--- config.mk ---
export PLATFORM = sky130hd
export DESIGN_NAME = fu_run_ctrl
export DESIGN_NICKNAME = d
export VERILOG_FILES = /design/src/rtl/fu_run_ctrl.sv
export SDC_FILE = /design/constraint.sdc
export NUM_CORES = 1
export LEC_CHECK = 0
export CORE_MARGIN = 1.5
export CORE_UTILIZATION = 46
export DETAILED_ROUTE_END_ITERATION = 6
export PLACE_DENSITY_LB_ADDON = 0.05
export SYNTH_ARGS = -nofsm -noshare
export SYNTH_HDL_FRONTEND = slang
export SYNTH_SLANG_ARGS = --single-unit
--- constraint.sdc ---
create_clock -name fu_run_ctrl_clk -period 3.2 [get_ports fu_run_ctrl_clk]
set_input_delay 0.64 -clock fu_run_ctrl_clk [delete_from_list [all_inputs] [get_ports fu_run_ctrl_clk]]
set_output_delay 0.64 -clock fu_run_ctrl_clk [all_outputs]
set_load 0.02 [all_outputs]
--- src/rtl/fu_run_ctrl.sv ---
// -----------------------------------------------------------------------------
// fu_run_ctrl
//   Run controller for a bank of N_FU functional units.
//   - It initialises the units for INIT_CYC cycles.
//   - It runs cfg_len enabled iterations. Downstream stall freezes an iteration.
//   - It drains the pipeline for PIPE_DEPTH cycles.
//   - It pulses done once.
//   A start with a zero length is rejected with a one-cycle err pulse.
//   abort returns the block to IDLE from any busy state.
//
// Ports
//   fu_run_ctrl_clk         in   clock, rising edge
//   fu_run_ctrl_reset       in   asynchronous active-low reset
//   fu_run_ctrl_start       in   run request (sampled in IDLE only)
//   fu_run_ctrl_abort       in   terminate the run on the next edge
//   fu_run_ctrl_stall       in   backpressure; the next RUN cycle is not enabled
//   fu_run_ctrl_cfg_len     in   number of enabled iterations (latched on start)
//   fu_run_ctrl_cfg_mask    in   per-unit enable mask (latched on start)
//   fu_run_ctrl_fu_init     out  broadcast init to all units
//   fu_run_ctrl_fu_disable  out  per-unit disable (all-ones unless enabled)
//   fu_run_ctrl_busy        out  high in INIT, RUN and DRAIN
//   fu_run_ctrl_done        out  one-cycle completion pulse
//   fu_run_ctrl_err         out  one-cycle pulse on a rejected start
//   fu_run_ctrl_iter_cnt    out  completed enabled iterations
//
// Timing model
//   - All outputs are registered. Each one is computed from the state being
//     entered on an edge.
//   - An enabled RUN cycle is decided at the edge that opens it, from stall at
//     that edge.
//   - The iteration is counted at the edge that closes it.
//   - As a result, iter_cnt counts only iterations that finished.
//   - An abort discards the iteration in flight.
// -----------------------------------------------------------------------------
module fu_run_ctrl #(
   parameter int CNT_W      = 16,
   parameter int N_FU       = 4,
   parameter int INIT_CYC   = 1,
   parameter int PIPE_DEPTH = 2
) (
   input  logic             fu_run_ctrl_clk,
   input  logic             fu_run_ctrl_reset,
   input  logic             fu_run_ctrl_start,
   input  logic             fu_run_ctrl_abort,
   input  logic             fu_run_ctrl_stall,
   input  logic [CNT_W-1:0] fu_run_ctrl_cfg_len,
   input  logic [N_FU-1:0]  fu_run_ctrl_cfg_mask,
   output logic             fu_run_ctrl_fu_init,
   output logic [N_FU-1:0]  fu_run_ctrl_fu_disable,
   output logic             fu_run_ctrl_busy,
   output logic             fu_run_ctrl_done,
   output logic             fu_run_ctrl_err,
   output logic [CNT_W-1:0] fu_run_ctrl_iter_cnt
);

   typedef enum logic [2:0] {
      ST_IDLE,
      ST_INIT,
      ST_RUN,
      ST_DRAIN,
      ST_DONE
   } state_t;

   // The phase counter is shared by INIT and DRAIN. Both lengths are limited
   // to 1..15, so four bits are enough.
   localparam logic [3:0] INIT_LAST  = 4'(INIT_CYC - 1);
   localparam logic [3:0] DRAIN_LAST = 4'(PIPE_DEPTH - 1);

   state_t           state_q, state_d;
   logic [3:0]       phase_q, phase_d;
   logic [CNT_W-1:0] len_q, len_d;
   logic [N_FU-1:0]  mask_q, mask_d;
   logic [CNT_W-1:0] iter_q, iter_d;
   logic             en_q, en_d;          // current RUN cycle is an enabled iteration
   logic             fu_init_q, fu_init_d;
   logic [N_FU-1:0]  fu_disable_q, fu_disable_d;
   logic             busy_q, busy_d;
   logic             done_q, done_d;
   logic             err_q, err_d;
   logic [CNT_W-1:0] iter_inc;

   // The counter never exceeds len_q. Its increment therefore cannot overflow,
   // even when len_q is 2^CNT_W-1.
   assign iter_inc = iter_q + CNT_W'(1);

   always_comb begin
      state_d = state_q;
      phase_d = phase_q;
      len_d   = len_q;
      mask_d  = mask_q;
      iter_d  = iter_q;
      en_d    = 1'b0;
      err_d   = 1'b0;

      case (state_q)
         ST_IDLE: begin
            // abort together with start silently rejects the start.
            if (fu_run_ctrl_start && !fu_run_ctrl_abort) begin
               if (fu_run_ctrl_cfg_len != '0) begin
                  state_d = ST_INIT;
                  len_d   = fu_run_ctrl_cfg_len;
                  mask_d  = fu_run_ctrl_cfg_mask;
                  iter_d  = '0;
                  phase_d = 4'd0;
               end else begin
                  err_d = 1'b1;
               end
            end
         end

         ST_INIT: begin
            if (fu_run_ctrl_abort) begin
               state_d = ST_IDLE;
            end else if (phase_q == INIT_LAST) begin
               state_d = ST_RUN;
               en_d    = !fu_run_ctrl_stall;
               phase_d = 4'd0;
            end else begin
               phase_d = phase_q + 4'd1;
            end
         end

         ST_RUN: begin
            if (fu_run_ctrl_abort) begin
               state_d = ST_IDLE;
            end else begin
               if (en_q) begin
                  iter_d = iter_inc;
               end
               if (en_q && (iter_inc == len_q)) begin
                  state_d = ST_DRAIN;
                  phase_d = 4'd0;
               end else begin
                  en_d = !fu_run_ctrl_stall;
               end
            end
         end

         ST_DRAIN: begin
            if (fu_run_ctrl_abort) begin
               state_d = ST_IDLE;
            end else if (phase_q == DRAIN_LAST) begin
               state_d = ST_DONE;
            end else begin
               phase_d = phase_q + 4'd1;
            end
         end

         ST_DONE: begin
            state_d = ST_IDLE;
         end

         default: begin
            state_d = ST_IDLE;
         end
      endcase

      // Registered outputs follow the state being entered.
      fu_init_d    = (state_d == ST_INIT);
      busy_d       = (state_d == ST_INIT) || (state_d == ST_RUN) || (state_d == ST_DRAIN);
      done_d       = (state_d == ST_DONE);
      fu_disable_d = en_d ? ~mask_d : '1;
   end

   always_ff @(posedge fu_run_ctrl_clk or negedge fu_run_ctrl_reset) begin
      if (!fu_run_ctrl_reset) begin
         state_q      <= ST_IDLE;
         phase_q      <= 4'd0;
         len_q        <= '0;
         mask_q       <= '0;
         iter_q       <= '0;
         en_q         <= 1'b0;
         fu_init_q    <= 1'b0;
         fu_disable_q <= '1;
         busy_q       <= 1'b0;
         done_q       <= 1'b0;
         err_q        <= 1'b0;
      end else begin
         state_q      <= state_d;
         phase_q      <= phase_d;
         len_q        <= len_d;
         mask_q       <= mask_d;
         iter_q       <= iter_d;
         en_q         <= en_d;
         fu_init_q    <= fu_init_d;
         fu_disable_q <= fu_disable_d;
         busy_q       <= busy_d;
         done_q       <= done_d;
         err_q        <= err_d;
      end
   end

   assign fu_run_ctrl_fu_init    = fu_init_q;
   assign fu_run_ctrl_fu_disable = fu_disable_q;
   assign fu_run_ctrl_busy       = busy_q;
   assign fu_run_ctrl_done       = done_q;
   assign fu_run_ctrl_err        = err_q;
   assign fu_run_ctrl_iter_cnt   = iter_q;

endmodule

# Word-level counts from Yosys, hierarchy flattened
# Index checks and enable logic that the tools add are counted.
# totals
register_bits,52
in_bits,25
output_inout_bits,24
# op_classes
mux,35
addsub,2
reduce_logical,14
eq_ne,17
n_bitwise,1
# ops
cell,n
16-bit 2-to-1 mux,4
4-bit 2-to-1 mux,12
16-bit one-hot mux with 2 select lines,1
3-bit 2-to-1 mux,8
"16-bit by 1-bit adder with 16-bit output, second input constant",1
16-bit equality test,1
"2-bit inequality test, second input constant",8
4-bit one-hot mux with 4 select lines,1
16-bit nonzero test,1
"3-bit by 2-bit equality test with 1-bit output, second input constant",4
3-bit one-hot mux with 4 select lines,1
8-bit AND reduction,1
1-bit 2-to-1 mux,7
"3-bit by 1-bit equality test with 1-bit output, second input constant",2
5-bit AND reduction,1
"4-bit by 1-bit adder with 4-bit output, second input constant",1
"4-bit by 1-bit equality test with 1-bit output, second input constant",1
4-bit logical NOT,1
4-bit NOT,1
4-bit nonzero test,1
"3-bit equality test, second input constant",1
3-bit logical NOT,1
3-bit AND reduction,1
1-bit logical AND,2
other kinds (4),6

# Depth between registers and ports, before layout
# Gate-level depths: netlist of run 1.
# depth
word_depth,9
mapped_depth,10
ltp_nobuf,10

# Worst setup path after synthesis of run 1
# Ideal clock, no wire load.
# synth_path
path_kind,flip-flop to flip-flop
startpoint,register iter_q[0] (netlist: fu_run_ctrl_iter_cnt[0])
endpoint,register phase_q[3]
setup_slack_ns,0.568
synth_period_minus_slack_ns,2.632
stages_incl_launch_ff,10
arrival_time_ns,2.511
required_time_ns,3.078
path_cell_list,dfrtp_1 > ha_1 > xnor2_1 > nand3_1 > a2111oi_4 > o211ai_1 > nor4_2 > nand3_1 > a221o_1 > a32o_1
# synth_between
elab_chain_cells,5
# synth_rtl
element,line_no,text
"start, declared",73,"logic [CNT_W-1:0] iter_q, iter_d;"
"start signal, assigned",183,iter_q <= iter_d;
16-bit by 1-bit adder with 16-bit output,84,assign iter_inc = iter_q + CNT_W'(1);
16-bit equality test,130,if (en_q && (iter_inc == len_q)) begin
1-bit logical AND,130,
2-bit inequality test (no line),-,
8-bit AND reduction (no line),-,
"end signal, assigned",180,phase_q <= phase_d;
"end, declared",70,"logic [3:0] phase_q, phase_d;"
# Every way passes these cells.
# A chain may end at the register's enable or synchronous reset.

# Final worst setup path of run 1
# layout_path
startpoint,register iter_q[0] (netlist: fu_run_ctrl_iter_cnt[0])
endpoint,register phase_q[1]
# The elaborated chain is that of the path after synthesis.

==> results list, run 1 <==
* DP HPWL: just under 5 mm
* Number of warning messages in the yosys log: 0
* Routed Wire Length: roughly 6.7 mm
- From bottom edge to top edge, the die measures 82.3 um.
* Gr ovfl total: 0
* Instance count of the mapped netlist: 291
- After detailed routing, the number of vias per cell comes to ~5.7.
- Width of the die: around 82 um
- Commonest cells post-synth: dfrtp_1, nand2_1, mux2_2, o21ai_0, nor2_1
* Leakage Power: about 1.4 nW
- Number of hold buffers added after CTS: 0
- Synthesized Nets: 320
- Async SR Flop Fraction: 100%
- EDFF count, synth: 0
- The finished cells cover around 3500 sq um.
- Post-synth top flop: dfrtp_1
* Syn_area_per_cell: between 9 and 10 sq um
- Count of maximum capacitance violations: 0
- Antenna violations before repair: 0
* Detail Route Antenna Nets: 0
- The synthesized netlist contains 53 unique library cells.
- Global router's overall resource usage: between 20% and 30%
- H-tree Lvls: 2
- Worst-path maximum fanout: 8
- Routed via count: about 2.3k
* Count of input and output buffers: between 40 and 50
* Number of cell instances on the worst register-to-register path: 9
- The run finished with clean final reports.
* Largest net degree at the start of global routing: 41
- Fin crit period: roughly 2800 ps
* Area grow syn2layout: 21.2%
- Final setup violation count: 0
- CTS Buf Count: 5
* Core region area: between 5000 and 6000 sq um
- After floorplanning, the core was divided into 28 placement rows.
- The number of antenna diodes in the final layout is 0.
* Clock-pin slew on the worst setup and hold paths: 100 ps
- Area contributors post-synth: dfrtp_1, mux2_2, nand2_1, o21ai_0, xnor2_1
- After detailed routing, the number of remaining DRC violations is 0.
* First-pass GRT wire length: about 11 mm
* Area enclosed by the die boundary: just under 7000 sq um
- The initial utilization of the core area, before any placement, comes to between 40% and 50%.
* Timing-limited maximum frequency: ~0.35 GHz
- Part of the Yosys area used for sequential elements: 45.2%
- The via count of the first global-routing pass is between 2k and 2.5k.
- GPL Wtd Cong: 0.881
- For this design the top-level I/O count stands at between 40 and 50.
* Number of detailed-route iterations in the first pass: 4
- The final max-slew violation count came to 0.
- In this run the cell area of the synthesized design comes to between 2000 and 3000 sq um.
* CP endpoint kind: flop
- Routed wire length per instance: roughly 16 um
- Unrepaired setup endpoints after global routing: false
- The most critical setup path has its endpoint at phase_q[1].
- The tightest min-delay check is of the in2async type.
- For the final database, setup skew stands at between 7 and 8 ps.
* Endpoint required time on the critical path: roughly 3400 ps
- Area share of the largest cell type after synthesis: between 40% and 50%
* Cell accounting for the most synthesized area: dfrtp_1
- Power density of the placed cells: a little under 600 nW/um^2
- STA classifies the critical path startpoint as a flop.
* Final cell count without fillers: 411
* Hold Violations, Final: 0
* Critical R2R Capture: phase_q[1]
- For the worst setup path, the data arrival time is about 3100 ps.
- Counting every sink on the clock net gives 52.
* Most numerous cell in the Yosys netlist: dfrtp_1
- Fill cells: approximately 540
- The tree is rooted in a clkbuf_8.
- Slack of the worst reg-to-reg path: 380 ps
* Relative max-transition margin: about two fifths
* Critical R2R Launch: fu_run_ctrl_iter_cnt[0]
- Post-route clock period utilization: between 80% and 90%
- After the first detailed-routing iteration, the DRC count stood at approximately 170.
- Setup bufs post-CTS: 0
- Clock latency on the worst-skew pair, taken at its later pin, is between 300 and 400 ps.
* Clk buf depth: 2
* Worst Path Class, Setup: reg2reg
- Once the clock tree was built, the resizer swapped 0 gates to a different size.
* Tightest Pin Transition: around 880 ps
- The critical path starts at fu_run_ctrl_iter_cnt[0].
* TritonCTS clock tree: done
- Cell Count Post-Placement: ~400
- Total negative setup slack: 0 ps
- Summing all placed instances gives a cell area of ~3400 sq um.
* Share of post-route cells with drive strength above 1: roughly 15%
* VDD IR max: 312 uV
- Flip-flop and latch count after synthesis: 52
- Number of nets in the finished design: around 360
cell families (layout without fill, tap and decap cells):
logic type,count (synthesis),after routing,synth area share (%)
fa+ha+maj,4,4,1.73
flops,52,52,45.2
mux,27,27,10.3
compound gates,64,64,14.8
simple gates,102,102,18.6
xor+xnor,17,17,5.15
buf+inv,25,70,4.20
per-stage QoR:
step	worst slack (ps)	util, %	power, mW	hold WS, ps
2_1_floorplan	568	-	1.44	344
3_3_place_gp	419	57.0	1.65	480
3_5_place_dp	401	57.0	1.67	484
4_1_cts	366	58.5	2.07	475
5_1_grt	124	58.5	2.19	502
6_report	375	58.5	2.05	430
layout by cell type (no fill, tap or decap), drive strengths merged, types with 5 or more instances in the layout:
cell type,netlist,routed
nor4,8,8
and3,5,5
mux2,23,23
xnor2,13,13
inv,8,9
a21oi,9,9
clkdlybuf4s50,0,47
clkbuf,7,5
nor3,5,5
o31ai,9,9
nand3,11,11
dfrtp,48,48
o21ai,23,23
a31oi,6,6
nand2,31,31
buf,10,7
nand4,7,7
nor2,19,19
registers in the layout (all words and copies together) (netlist names):
signal	flops
phase_q	4
fu_run_ctrl_fu_init	1
fu_run_ctrl_fu_disable	4
fu_run_ctrl_busy	1
fu_run_ctrl_done	1
fu_run_ctrl_iter_cnt	16
mask_q	4
en_q	1
len_q	16
fu_run_ctrl_err	1
state_q	3
layer usage:
layer	track usage (%)	vias up	share of wire, %
li1	-	1143	-
met1	32.3	1131	50
met2	32.5	61	45
met3	4.29	4	4.4
met4	5.93	0	0.55
met5	0	-	0
power by group:
group	total, mW	internal (mW)	switching (mW)
sequential	0.980	0.826	0.154
combinational	0.674	0.348	0.325
clock	0.392	0.157	0.234
total	2.05	1.33	0.714
how the worst min path moves through the flow:
stage | from | to | slack (ps)
final | fu_run_ctrl_reset | fu_run_ctrl_iter_cnt[9] | 430
after global routing | fu_run_ctrl_reset | fu_run_ctrl_iter_cnt[8] | 500
after CTS | fu_run_ctrl_reset | fu_run_ctrl_iter_cnt[9] | 480
after detailed placement | mask_q[0] | mask_q[0] | 480
after global placement | mask_q[0] | mask_q[0] | 480
after floorplan | fu_run_ctrl_reset | en_q | 340
cell type report:
| cell class | instances | area [sq um] | share of cell area, % |
|---|---|---|---|
| well taps | 75 | 93.8 | 2.68 |
| flip-flops and latches | 52 | 1310 | 37.2 |
| repair buffers | 54 | 520 | 14.8 |
| clock buffers | 5 | 68.8 | 1.96 |
| inverters | 8 | 30.0 | 0.856 |
| clock inverters | 3 | 22.5 | 0.642 |
| multi-input cells | 214 | 1470 | 41.8 |
worst max-delay path: stages (launching register included):
cell and delay [ps]:
dfrtp_1 490, ha_1 290, and3_1 320, xnor2_1 150
a2111oi_4 210, o211ai_1 160, nor4_2 350, nand3_1 180
a21oi_1 360, mux2i_1 230
Note: power is estimated with default switching activity, not from simulation.
==> run 2, diff against run 1 <==
--- a/config.mk
+++ b/config.mk
@@ -9,6 +9,7 @@
 export CORE_UTILIZATION = 46
 export DETAILED_ROUTE_END_ITERATION = 6
 export PLACE_DENSITY_LB_ADDON = 0.05
+export SLEW_MARGIN = 0
 export SYNTH_ARGS = -nofsm -noshare
 export SYNTH_HDL_FRONTEND = slang
 export SYNTH_SLANG_ARGS = --single-unit
==> results of run 2 <==
Same layout as run 1: the final DEF is identical, and so are final timing and power.
==> run 3, diff against run 2 <==
--- a/config.mk
+++ b/config.mk
@@ -7,6 +7,7 @@
 export LEC_CHECK = 0
 export CORE_MARGIN = 1.5
 export CORE_UTILIZATION = 46
+export CTS_CLUSTER_SIZE = 25
 export DETAILED_ROUTE_END_ITERATION = 6
 export PLACE_DENSITY_LB_ADDON = 0.05
 export SLEW_MARGIN = 0
==> results of run 3 <==
Same layout as run 1: the final DEF is identical, and so are final timing and power.
